[src/rtl/traffic_lamp_pkg.sv]
// Shared lamp encodings, tracker state type and error-code constants for the
// traffic lamp monitor.
package traffic_lamp_pkg;

  localparam logic [2:0] LAMP_RED    = 3'b100;
  localparam logic [2:0] LAMP_YELLOW = 3'b010;
  localparam logic [2:0] LAMP_GREEN  = 3'b001;

  typedef enum logic [1:0] {
    TRK_UNKNOWN = 2'd0,
    TRK_RED     = 2'd1,
    TRK_GREEN   = 2'd2,
    TRK_YELLOW  = 2'd3
  } trk_state_e;

  localparam int ERR_W        = 5;
  localparam int BIT_CONFLICT = 0;
  localparam int BIT_ENCODING = 1;
  localparam int BIT_SEQUENCE = 2;
  localparam int BIT_TIMING   = 3;
  localparam int BIT_PRIORITY = 4;

  localparam logic [2:0] CODE_NONE     = 3'd0;
  localparam logic [2:0] CODE_CONFLICT = 3'd1;
  localparam logic [2:0] CODE_ENCODING = 3'd2;
  localparam logic [2:0] CODE_SEQUENCE = 3'd3;
  localparam logic [2:0] CODE_TIMING   = 3'd4;
  localparam logic [2:0] CODE_PRIORITY = 3'd5;

  // Lower flag index means higher priority.
  function automatic logic [2:0] first_err_code(input logic [ERR_W-1:0] errs);
    if      (errs[BIT_CONFLICT]) first_err_code = CODE_CONFLICT;
    else if (errs[BIT_ENCODING]) first_err_code = CODE_ENCODING;
    else if (errs[BIT_SEQUENCE]) first_err_code = CODE_SEQUENCE;
    else if (errs[BIT_TIMING])   first_err_code = CODE_TIMING;
    else if (errs[BIT_PRIORITY]) first_err_code = CODE_PRIORITY;
    else                         first_err_code = CODE_NONE;
  endfunction

endpackage

[src/rtl/lamp_street_tracker.sv]
// Per-street lamp tracker: follows the sampled lamp colour, counts dwell cycles
// and flags encoding, sequence and dwell-timing violations.
//
//   state       | meaning
//   TRK_UNKNOWN | no history (after reset/clr); any legal colour is accepted
//   TRK_RED     | street showing red
//   TRK_GREEN   | street showing green
//   TRK_YELLOW  | street showing yellow
module lamp_street_tracker
  import traffic_lamp_pkg::*;
#(
  parameter int YELLOW_CYCLES = 3,
  parameter int MIN_GREEN     = 5,
  parameter int CNT_W         = 16
) (
  input  logic       clk,
  input  logic       rst_n,
  input  logic       clr_i,
  input  logic       vld_i,
  input  logic [2:0] lamp_i,
  output logic       err_enc_o,
  output logic       err_seq_o,
  output logic       err_tim_o
);

  trk_state_e       state_q, state_d;
  logic [CNT_W-1:0] dwell_q, dwell_d;
  trk_state_e       lamp_st;
  logic             lamp_legal;

  function automatic logic step_ok(input trk_state_e from, input trk_state_e to);
    step_ok = (from == TRK_RED    && to == TRK_GREEN)  ||
              (from == TRK_GREEN  && to == TRK_YELLOW) ||
              (from == TRK_YELLOW && to == TRK_RED);
  endfunction

  always_comb begin
    lamp_st    = TRK_UNKNOWN;
    lamp_legal = 1'b1;
    unique case (lamp_i)
      LAMP_RED:    lamp_st = TRK_RED;
      LAMP_GREEN:  lamp_st = TRK_GREEN;
      LAMP_YELLOW: lamp_st = TRK_YELLOW;
      default:     lamp_legal = 1'b0;
    endcase
  end

  always_comb begin
    state_d   = state_q;
    dwell_d   = dwell_q;
    err_enc_o = 1'b0;
    err_seq_o = 1'b0;
    err_tim_o = 1'b0;
    if (clr_i) begin
      state_d = TRK_UNKNOWN;
      dwell_d = '0;
    end else if (vld_i) begin
      if (!lamp_legal) begin
        err_enc_o = 1'b1;
      end else if (lamp_st != state_q) begin
        state_d = lamp_st;
        dwell_d = CNT_W'(1);
        if (state_q != TRK_UNKNOWN) begin
          err_seq_o = !step_ok(state_q, lamp_st);
          if (state_q == TRK_YELLOW && dwell_q != CNT_W'(YELLOW_CYCLES)) err_tim_o = 1'b1;
          if (state_q == TRK_GREEN  && dwell_q <  CNT_W'(MIN_GREEN))     err_tim_o = 1'b1;
        end
      end else if (dwell_q != '1) begin
        dwell_d = dwell_q + CNT_W'(1);
      end
    end
  end

  always_ff @(posedge clk or posedge rst_n) begin
    if (rst_n) begin
      state_q <= TRK_UNKNOWN;
      dwell_q <= '0;
    end else begin
      state_q <= state_d;
      dwell_q <= dwell_d;
    end
  end

endmodule

[src/rtl/traffic_lamp_monitor.sv]
// Traffic lamp monitor top: samples both streets, runs a tracker per street and
// keeps sticky error flags plus a capture of the first error.
module traffic_lamp_monitor
  import traffic_lamp_pkg::*;
#(
  parameter int YELLOW_CYCLES = 3,
  parameter int MIN_GREEN     = 5,
  parameter int CNT_W         = 16
) (
  input  logic             clk,
  input  logic             rst_n,
  input  logic [2:0]       street_a,
  input  logic             street_a_pri_lamp,
  input  logic [2:0]       street_b,
  input  logic             street_b_pri_lamp,
  input  logic             clr,
  output logic [4:0]       err_flags,
  output logic             err_any,
  output logic [2:0]       err_code,
  output logic [CNT_W-1:0] err_cycle
);

  logic [2:0]       a_q, b_q;
  logic             pa_q, pb_q;
  logic             vld_q;
  logic [CNT_W-1:0] cyc_q, cyc_d;
  logic [4:0]       flags_q, flags_d;
  logic [2:0]       code_q, code_d;
  logic [CNT_W-1:0] ecyc_q, ecyc_d;
  logic [4:0]       new_err;
  logic             enc_a, seq_a, tim_a;
  logic             enc_b, seq_b, tim_b;
  logic             act_a, act_b;

  lamp_street_tracker #(
    .YELLOW_CYCLES (YELLOW_CYCLES),
    .MIN_GREEN     (MIN_GREEN),
    .CNT_W         (CNT_W)
  ) u_trk_a (
    .clk       (clk),
    .rst_n     (rst_n),
    .clr_i     (clr),
    .vld_i     (vld_q),
    .lamp_i    (a_q),
    .err_enc_o (enc_a),
    .err_seq_o (seq_a),
    .err_tim_o (tim_a)
  );

  lamp_street_tracker #(
    .YELLOW_CYCLES (YELLOW_CYCLES),
    .MIN_GREEN     (MIN_GREEN),
    .CNT_W         (CNT_W)
  ) u_trk_b (
    .clk       (clk),
    .rst_n     (rst_n),
    .clr_i     (clr),
    .vld_i     (vld_q),
    .lamp_i    (b_q),
    .err_enc_o (enc_b),
    .err_seq_o (seq_b),
    .err_tim_o (tim_b)
  );

  // A street counts as showing traffic only with a legal green or yellow.
  assign act_a = (a_q == LAMP_GREEN) || (a_q == LAMP_YELLOW);
  assign act_b = (b_q == LAMP_GREEN) || (b_q == LAMP_YELLOW);

  always_comb begin
    new_err               = '0;
    new_err[BIT_CONFLICT] = vld_q && act_a && act_b;
    new_err[BIT_ENCODING] = enc_a || enc_b;
    new_err[BIT_SEQUENCE] = seq_a || seq_b;
    new_err[BIT_TIMING]   = tim_a || tim_b;
    new_err[BIT_PRIORITY] = vld_q && ((pa_q && a_q != LAMP_GREEN) ||
                                      (pb_q && b_q != LAMP_GREEN) ||
                                      (pa_q && pb_q));
  end

  always_comb begin
    cyc_d   = cyc_q + CNT_W'(1);
    flags_d = flags_q;
    code_d  = code_q;
    ecyc_d  = ecyc_q;
    if (clr) begin
      flags_d = '0;
      code_d  = CODE_NONE;
      ecyc_d  = '0;
    end else begin
      flags_d = flags_q | new_err;
      if (code_q == CODE_NONE && new_err != '0) begin
        code_d = first_err_code(new_err);
        ecyc_d = cyc_q;
      end
    end
  end

  // vld_q masks the reset-value sample so the first real sample is the first checked.
  always_ff @(posedge clk or posedge rst_n) begin
    if (rst_n) begin
      a_q     <= '0;
      b_q     <= '0;
      pa_q    <= 1'b0;
      pb_q    <= 1'b0;
      vld_q   <= 1'b0;
      cyc_q   <= '0;
      flags_q <= '0;
      code_q  <= CODE_NONE;
      ecyc_q  <= '0;
    end else begin
      a_q     <= street_a;
      b_q     <= street_b;
      pa_q    <= street_a_pri_lamp;
      pb_q    <= street_b_pri_lamp;
      vld_q   <= 1'b1;
      cyc_q   <= cyc_d;
      flags_q <= flags_d;
      code_q  <= code_d;
      ecyc_q  <= ecyc_d;
    end
  end

  assign err_flags = flags_q;
  assign err_any   = |flags_q;
  assign err_code  = code_q;
  assign err_cycle = ecyc_q;

endmodule
[config.mk]
export PLATFORM = sky130hd
export DESIGN_NAME = traffic_lamp_monitor
export DESIGN_NICKNAME = d
export VERILOG_FILES = /design/src/rtl/traffic_lamp_pkg.sv /design/src/rtl/lamp_street_tracker.sv /design/src/rtl/traffic_lamp_monitor.sv
export SDC_FILE = /design/constraint.sdc
export NUM_CORES = 1
export LEC_CHECK = 0
export BUFFER_PORTS_ARGS = -buffer_cell sky130_fd_sc_hd__buf_2
export CORE_MARGIN = 1
export CORE_UTILIZATION = 54
export CTS_CLUSTER_SIZE = 16
export DETAILED_ROUTE_END_ITERATION = 12
export GPL_ROUTABILITY_DRIVEN = 1
export GPL_TIMING_DRIVEN = 1
export PLACE_DENSITY = 0.83
export REMOVE_ABC_BUFFERS = 1
export SETUP_SLACK_MARGIN = 0.02
export SLEW_MARGIN = 20
export SYNTH_ARGS = -nofsm -noshare
export SYNTH_HDL_FRONTEND = slang
export SYNTH_SLANG_ARGS = --single-unit
[constraint.sdc]
create_clock -name clk -period 2.55 [get_ports clk]
set_input_delay 0.3825 -clock clk [delete_from_list [all_inputs] [get_ports clk]]
set_output_delay 0.3825 -clock clk [all_outputs]
set_load 0.005 [all_outputs]
==> flow_metrics.tcl, run 1 <==
set metrics [dict create \
    initial_core_util 0.560 \
    cts_max_path_buffers 2 \
    via_count 3266 \
    die_x_um 91.8 \
    synth_area_leaders "dfrtp_1 49%, xor2_1 5.4%, nand2_1 5.3%" \
    finalHoldViolCount 0 \
    syn-mean-instance-area_um2 10.0 \
    yosys_warnings 0 \
    slowest_delay_ns 0.52 \
    cap_violations 0 \
    status "complete, no violations" \
    ys_types 71 \
    comb_power_share 0.129 \
    path_buf_inv 1 \
    rows 32 \
    p_int_mw 1.93 \
    seq_power_share 0.525 \
    cp_max_fo 16 \
    ant_nets 0 \
    cts_sinks 85 \
    die_y_um 91.8 \
    crit_family "compound AO/OA/AOI/OAI gates" \
    p_per_area_nw_per_um2 558 \
    irDropWorstVdd_v 0.000225 \
    grt_overflow_total 0 \
    setup_tns_ns 0 \
    gp_congestion 0.905 \
    finClkSkew_ns 0.0156 \
    rsz0062_at_grt "yes" \
    dp_slack_ns 0.0796 \
    drt_first_pass_iters 4 \
    cp_slowest_cell "dfrtp_1" \
    yosys.area.top_type "dfrtp_1" \
    numCtsBuffers 9 \
    arrival_ns 2.71 \
    synth_edf_count 0 \
    ys_async_sr_fraction 1.00 \
    wirelength_mm 8.81 \
    core-area_um2 7770 \
    netlist_instances 434 \
    die_area_um2 8420 \
    p_clk_frac 0.346 \
    yosysTopAreaCellShare 0.489 \
    regArea_um2 2130 \
    synth_flop_cell "dfrtp_1" \
    worst_slack_ns 0.117 \
    cp_num_cells 8 \
    slew_headroom 0.501 \
    area_growth_pct 13.2 \
    first_global_vias 3133 \
    drc 0 \
    fin_nets 492 \
    drive_above_1_share 0.198 \
    multi_input_area_um2 2080 \
    port_buffers 35 \
    avgViaCountPerCell 5.60 \
    fmax_mhz 411 \
    design.portCount 36 \
    ys_seq_area_frac 0.489 \
    swShare 0.299 \
    tightestPinTransition_ns 0.747 \
    min-delay-path-class "in2async" \
    grt_usage 0.218 \
    clk_latency_ns 0.37 \
    setup_viol 0 \
    worst_setup_path_start_kind "register" \
    antennaDiodeCount 0 \
    post-route-util 0.634 \
    reg2regPathDepth 8 \
    cts_hold_buffers 0 \
    grt_pass1_wl_mm 14.6 \
    critPathKind "reg2reg" \
    clk_pin_slew_worst_paths_ns 0.10 \
    n_fill_cell 620 \
    dp_hpwl_mm 5.89 \
    cp_data_required_time_ns 2.83 \
    slew_violations 0 \
    drtIter0Drc 126 \
    post-route-period-util 0.954 \
    switchingPower_mw 0.821 \
    synth.cell_area_um2 4350 \
    avgRoutedWirePerCell_um 15.1 \
    synth_commonest_cells "85 x dfrtp_1, 61 x nand2_1, 38 x nor2_1" \
    cts_root_buffer "clkbuf_8" \
    period_minus_slack_ns 2.43 \
    yosysMostFrequentCell "dfrtp_1" \
    path_cells "or3b_2 -> a211oi_1 -> o31ai_2 -> a21boi_2 -> nand2_1 -> o31a_1 -> buf_12 -> mux2i_1" \
    cp-end-kind "register" \
    ys_seq_elements 85 \
    htree_levels 3 \
    tritoncts "yes" \
    leakage_nw 2.27 \
    antenna_found_initial 0 \
    grt_max_degree 45 \
]
==> cell families (layout without fill, tap and decap cells) <==
| kind of cell | count (synthesis) | count (layout) | synth area share |
|---|---|---|---|
| mux | 18 | 18 | 0.0420 |
| other cells | 1 | 1 | 0.000862 |
| flops | 85 | 85 | 0.489 |
| simple gates | 188 | 188 | 0.222 |
| buf+inv | 39 | 86 | 0.0506 |
| compound gates | 54 | 54 | 0.0920 |
| xor+xnor | 43 | 43 | 0.0866 |
| fa+ha+maj | 6 | 6 | 0.0170 |
==> per-layer routing <==
layer  global-route usage  wire length [um]  vias to the layer above
li1                     -                 -                     1580
met2                0.362              4460                       59
met3               0.0431               277                       10
met4               0.0781               129                        0
met5                    0                 0                        -
met1                0.286              3940                     1617
==> sequential cells by signal, summed over array words and instances, names as in the netlist, 2 cells and up <==
name	flops
a_q	3
u_trk_b.dwell_q	16
u_trk_b.state_q	2
err_flags	5
u_trk_a.state_q	2
cyc_q	16
err_cycle	16
b_q	3
err_code	3
u_trk_a.dwell_q	16
==> area by class of cell <==
type                    count  share of cell area
clock inverters             7              0.0152
inverters                  20              0.0155
well taps                 102              0.0259
flip-flops and latches     85               0.432
repair buffers             50              0.0635
clock buffers               9              0.0251
multi-input cells         310               0.423
==> final timing paths <==
path / start / to / slack (ns)
worst max register to register: u_trk_b.state_q[1] / err_cycle[1] / 0.12
max in group asynchronous: rst_n / u_trk_a.dwell_q[14] / 1.76
min in group clk: street_a[1] / a_q[1] / 0.12
worst min-delay path: rst_n / u_trk_b.dwell_q[2] / 0.12
worst min register to register: cyc_q[15] / cyc_q[15] / 0.48
worst max-delay path: u_trk_b.state_q[1] / err_cycle[1] / 0.12
==> power groups by stage <==
| stage | Sequential, mW | Combinational, mW | Clock, mW |
|---|---|---|---|
| after global routing | 1.45 | 0.393 | 1.02 |
| after global placement | 1.46 | 0.330 | 0 |
| after floorplan | 1.46 | 0.215 | 0 |
| after CTS | 1.44 | 0.345 | 0.968 |
| final | 1.44 | 0.354 | 0.952 |
| after detailed placement | 1.46 | 0.341 | 0 |
==> repair_timing <==
action	4_1_cts	5_1_grt
setup endpoints to repair	1	34
buffers inserted	0	4
resized for setup	1	14
pin swaps	0	4
==> per-stage QoR <==
step                      area (um2)  power [mW]  instances  hold slack, ns
after floorplan                 4210        1.67        415           0.414
after global placement          4620        1.79        563           0.463
after detailed placement        4620        1.81        563           0.464
after CTS                       4820        2.75        579           0.110
after global routing            4930        2.87        583           0.103
final                           4930        2.75        583           0.118
==> cell usage in the layout, fill, tap and decap left out, drive strengths merged, types with 3 or more instances in the layout <==
| master | instances |
|---|---|
| o32ai | 3 |
| or3b | 4 |
| nand4b | 4 |
| buf | 50 |
| o31ai | 3 |
| nor4 | 6 |
| and3 | 6 |
| a211oi | 3 |
| nor3 | 8 |
| nand4 | 9 |
| clkinv | 3 |
| and4 | 6 |
| a31oi | 4 |
| o21ai | 9 |
| a21o | 5 |
| or4 | 3 |
| xor2 | 27 |
| xnor2 | 16 |
| mux2i | 16 |
| inv | 23 |
| nand2b | 3 |
| nor2 | 39 |
| nand2 | 61 |
| ha | 5 |
| dfrtp | 85 |
| clkbuf | 9 |
| and2 | 5 |
| nand3 | 19 |
| a21oi | 10 |
No activity file was read; power rests on OpenSTA's default activity.
==> run 2, diff against run 1 <==
CORE_UTILIZATION = 41   (was 54)
HOLD_SLACK_MARGIN = 0.12   (was unset)
PLACE_DENSITY = 0.63   (was 0.83)
==> run 2 against run 1 <==
- first-iteration DRC count increased by 1.6%
- fmax increased by 0.93%
- critical endpoint is now err_cycle[0]
- combinational power about the same
- largest power group unchanged
- design area increased by 1.9%
- critical path depth decreased by 1
==> flow_metrics.tcl, run 2 (synthesis results as in run 1) <==
set metrics [dict create \
    status "complete, no violations" \
    die_x_um 105 \
    worst_slack_ns 0.139 \
    period_minus_slack_ns 2.41 \
    p_per_area_nw_per_um2 542 \
    arrival_ns 2.68 \
    design.portCount 36 \
    grt_pass1_wl_mm 15.1 \
    grt_overflow_total 0 \
    tritoncts "yes" \
    first_global_vias 3260 \
    core-area_um2 10300 \
    cts_root_buffer "clkbuf_8" \
    fin_nets 497 \
    antenna_found_initial 0 \
    setup_viol 0 \
    irDropWorstVdd_v 0.000248 \
    drt_first_pass_iters 5 \
    place_inst 596 \
    min-delay-path-class "in2async" \
    tightestPinTransition_ns 0.727 \
    leakage_nw 2.29 \
    drive_above_1_share 0.206 \
    avgViaCountPerCell 5.23 \
    cts_sinks 85 \
    ant_nets 0 \
    layout_commonest_cell "dfrtp_1" \
    htree_levels 3 \
    clk_pin_slew_worst_paths_ns 0.09 \
    finClkSkew_ns 0.0144 \
    path_buf_inv 1 \
    numCtsBuffers 9 \
    wirelength_mm 8.61 \
    crit_family "compound AO/OA/AOI/OAI gates" \
    rsz0062_at_grt "no" \
    dp_hpwl_mm 5.84 \
    slowest_delay_ns 0.49 \
    dp_slack_ns 0.0801 \
    finalHoldViolCount 0 \
    initial_core_util 0.421 \
    grt_usage 0.170 \
    post-route-period-util 0.945 \
    cts_max_path_buffers 2 \
    die_y_um 105 \
    critPathKind "reg2reg" \
    port_buffers 35 \
    cp_max_fo 16 \
    drtIter0Drc 128 \
    avgRoutedWirePerCell_um 13.8 \
    cap_violations 0 \
    slew_headroom 0.515 \
    setup_tns_ns 0 \
    via_count 3255 \
    cp-end-kind "register" \
    fin_cells 622 \
    antennaDiodeCount 0 \
    placed_area_um2 4650 \
    grt_max_degree 47 \
    rows 37 \
    design_area_um2 5020 \
    path_cells "maj3_2 -> a22o_2 -> or2_1 -> o32ai_4 -> o31a_1 -> buf_12 -> mux2i_1" \
    area_growth_pct 15.3 \
    gp_congestion 0.768 \
    cp_slowest_cell "dfrtp_2" \
    drc 0 \
    worst_setup_path_start_kind "register" \
    cp_data_required_time_ns 2.82 \
    mostFrequentLayoutCells "79 x dfrtp_1, 61 x nand2_1, 37 x nor2_1, 35 x buf_2, 27 x xor2_1" \
    clk_latency_ns 0.36 \
    fmax_mhz 415 \
    die_area_um2 11000 \
    slew_violations 0 \
]
-- run 2: changes by cell type in the layout (fill, tap and decap cells not counted), sizes merged --
cell,delta
clkbuf,+1
inv,-1
buf,-2
dlygate4sd3,+7
-- run 2: area by class of cell --
type	instances	area, um2
timing repair buffer	55	368
clock buffer	10	138
tap	136	170
multi-input combinational	310	2080
inverter	20	76.3
fill	946	5310
sequential	85	2130
clock inverter	6	53.8
-- run 2: power by group --
group	internal, mW	switching [mW]	total [mW]
Combinational	0.156	0.201	0.357
Sequential	1.39	0.0504	1.44
Clock	0.398	0.522	0.920
Total	1.94	0.773	2.72
-- run 2: routing by layer --
| layer | global-route usage | part of all wire | vias to the layer above |
|---|---|---|---|
| li1 | - | - | 1597 |
| met1 | 0.227 | 0.48 | 1594 |
| met2 | 0.272 | 0.48 | 52 |
| met3 | 0.0256 | 0.025 | 12 |
| met4 | 0.0785 | 0.019 | 0 |
| met5 | 0 | 0 | - |
-- run 2: per-stage QoR --
stage	utilization	power [mW]	hold slack, ns
finish	0.486	2.72	0.112
global route	0.486	2.85	0.129
floorplan	-	1.67	0.414
global placement	0.451	1.80	0.464
detailed placement	0.451	1.81	0.472
CTS	0.475	2.74	0.122
-- run 2: timing repair --
item | in CTS | in global routing
setup endpoints to repair | 0 | 32
endpoints found under the hold margin | 6 | 1
gates resized for setup | 0 | 20
hold buffers | 6 | 1
setup buffers | 0 | 3
-- run 2: final timing paths --
| path | depth (start not counted) | from | slack, ns | end |
|---|---|---|---|---|
| setup / recovery | 7 | a_q[1] | 0.14 | err_cycle[0] |
| hold / removal | 2 | rst_n | 0.11 | err_cycle[1] |
| setup reg to reg | 7 | a_q[1] | 0.14 | err_cycle[0] |
| hold reg to reg | 1 | cyc_q[15] | 0.49 | cyc_q[15] |
| max in group asynchronous | 3 | rst_n | 1.77 | err_flags[3] |
| min in group clk | 1 | street_b[0] | 0.15 | b_q[0] |
==> run 3, diff against run 2 <==
RECOVER_POWER = 25   (was unset)
==> run 3 against run 2 <==
- the run now ends with capacitance limit, slew limit left
- global-route usage did not move
- clock skew did not move
- utilization is the same
- clock-buffer cell count unchanged
- fmax did not move
- hold slack better by 0.038 ns
- combinational power barely moved
- total power about the same
- final cell count did not move
- non-clock buffer count unchanged
==> flow_metrics.tcl, run 3 (synthesis results as in run 1) <==
set metrics [dict create \
    status "complete, but fails checks" \
    violations "capacitance limit, slew limit" \
    worst_setup_path_start_kind "register" \
    area_growth_pct 15.3 \
    grt_usage 0.170 \
    drive_above_1_share 0.206 \
    cts_root_buffer "clkbuf_8" \
    first_global_vias 3260 \
    min-delay-path-class "in2reg" \
    setup_viol 0 \
    p_per_area_nw_per_um2 542 \
    cp_max_fo 16 \
    dp_slack_ns 0.0801 \
    cts_sinks 85 \
    path_cells "maj3_2 -> a22o_2 -> or2_1 -> o32ai_4 -> o31a_1 -> buf_12 -> mux2i_1" \
    mostFrequentLayoutCells "79 x dfrtp_1, 61 x nand2_1, 37 x nor2_1, 35 x buf_2, 27 x xor2_1" \
    drt_first_pass_iters 5 \
    antenna_found_initial 0 \
    setup_tns_ns 0 \
    die_y_um 105 \
    die_x_um 105 \
    finalPower_mw 2.72 \
    tritoncts "yes" \
    cp-end-kind "register" \
    design.portCount 36 \
    rsz0062_at_grt "no" \
    wirelength_mm 8.61 \
    cp_slowest_cell "dfrtp_2" \
    clk_pin_slew_worst_paths_ns 0.09 \
    post-route-period-util 0.945 \
    layout_commonest_cell "dfrtp_1" \
    cp_data_required_time_ns 2.82 \
    leakage_nw 2.29 \
    dp_hpwl_mm 5.84 \
    ant_nets 0 \
    fmax_mhz 415 \
    whs_ns 0.150 \
    port_buffers 35 \
    avgRoutedWirePerCell_um 13.8 \
    tightestPinTransition_ns 1.84 \
    numCtsBuffers 9 \
    rows 37 \
    grt_max_degree 47 \
    grt_overflow_total 0 \
    die_area_um2 11000 \
    fin_nets 497 \
    core-area_um2 10300 \
    drtIter0Drc 128 \
    finClkSkew_ns 0.0144 \
    clk_latency_ns 0.36 \
    cts_max_path_buffers 2 \
    gp_congestion 0.768 \
    htree_levels 3 \
    period_minus_slack_ns 2.41 \
    critPathKind "reg2reg" \
    initial_core_util 0.421 \
    irDropWorstVdd_v 0.000248 \
    slew_headroom -0.230 \
    worst_slack_ns 0.139 \
    via_count 3255 \
    antennaDiodeCount 0 \
    arrival_ns 2.68 \
    slowest_delay_ns 0.49 \
    avgViaCountPerCell 5.23 \
    finalHoldViolCount 0 \
    cap_violations 1 \
    drc 0 \
    n_fill_cell 946 \
    slew_violations 40 \
    grt_pass1_wl_mm 15.1 \
]
## run 3: routing by layer
layer | track usage | wire length, um | share of wire
met5 | 0 | 0 | 0
met3 | 0.0256 | 211 | 0.025
met2 | 0.272 | 4130 | 0.48
met1 | 0.227 | 4100 | 0.48
met4 | 0.0785 | 166 | 0.019
## run 3: path summary, 6_finish.rpt
kind,slack (ns),depth (start not counted),startpoint,endpoint
setup / recovery,0.14,7,a_q[1],err_cycle[0]
hold / removal,0.15,1,street_b[0],b_q[0]
setup reg to reg,0.14,7,a_q[1],err_cycle[0]
hold reg to reg,0.49,1,cyc_q[15],cyc_q[15]
max in group asynchronous,1.12,2,rst_n,b_q[1]
min in group asynchronous,0.48,2,rst_n,err_cycle[1]
## run 3: cell type report
| class | count | area (um2) | area share |
|---|---|---|---|
| Tap cell | 136 | 170 | 0.0339 |
| Timing Repair Buffer | 55 | 368 | 0.0733 |
| Clock inverter | 6 | 53.8 | 0.0107 |
| Multi-Input combinational cell | 310 | 2080 | 0.414 |
| Sequential cell | 85 | 2130 | 0.425 |
| Inverter | 20 | 76.3 | 0.0152 |
| Clock buffer | 10 | 138 | 0.0274 |
## run 3: timing repair
action | in CTS | in global routing
endpoints found under the hold margin | 6 | 1
hold buffers | 6 | 1
resized for setup | 0 | 20
buffers inserted | 0 | 3
setup endpoints to repair | 0 | 32
## run 3: through the flow
step | util | area (um2) | cells
after global placement | 0.451 | 4650 | 596
after detailed placement | 0.451 | 4650 | 596
after floorplan | - | 4210 | 415
after global routing | 0.486 | 5020 | 622
final | 0.486 | 5020 | 622
after CTS | 0.475 | 4900 | 618
## run 3: where the power goes
group          total [mW]  switching [mW]  internal (mW)
Combinational       0.357           0.201          0.156
Clock               0.920           0.522          0.398
Sequential           1.44          0.0504           1.39
## run 3: worst max-delay path, delay by kind of cell, from the launching register on
family	cells	cell delay (ns)
adders and majority gates	1	0.33
muxes	1	0.20
buffers and inverters	1	0.19
and+or+nand+nor	1	0.27
AOI/OAI and AO/OA	3	0.84
DFF	1	0.49
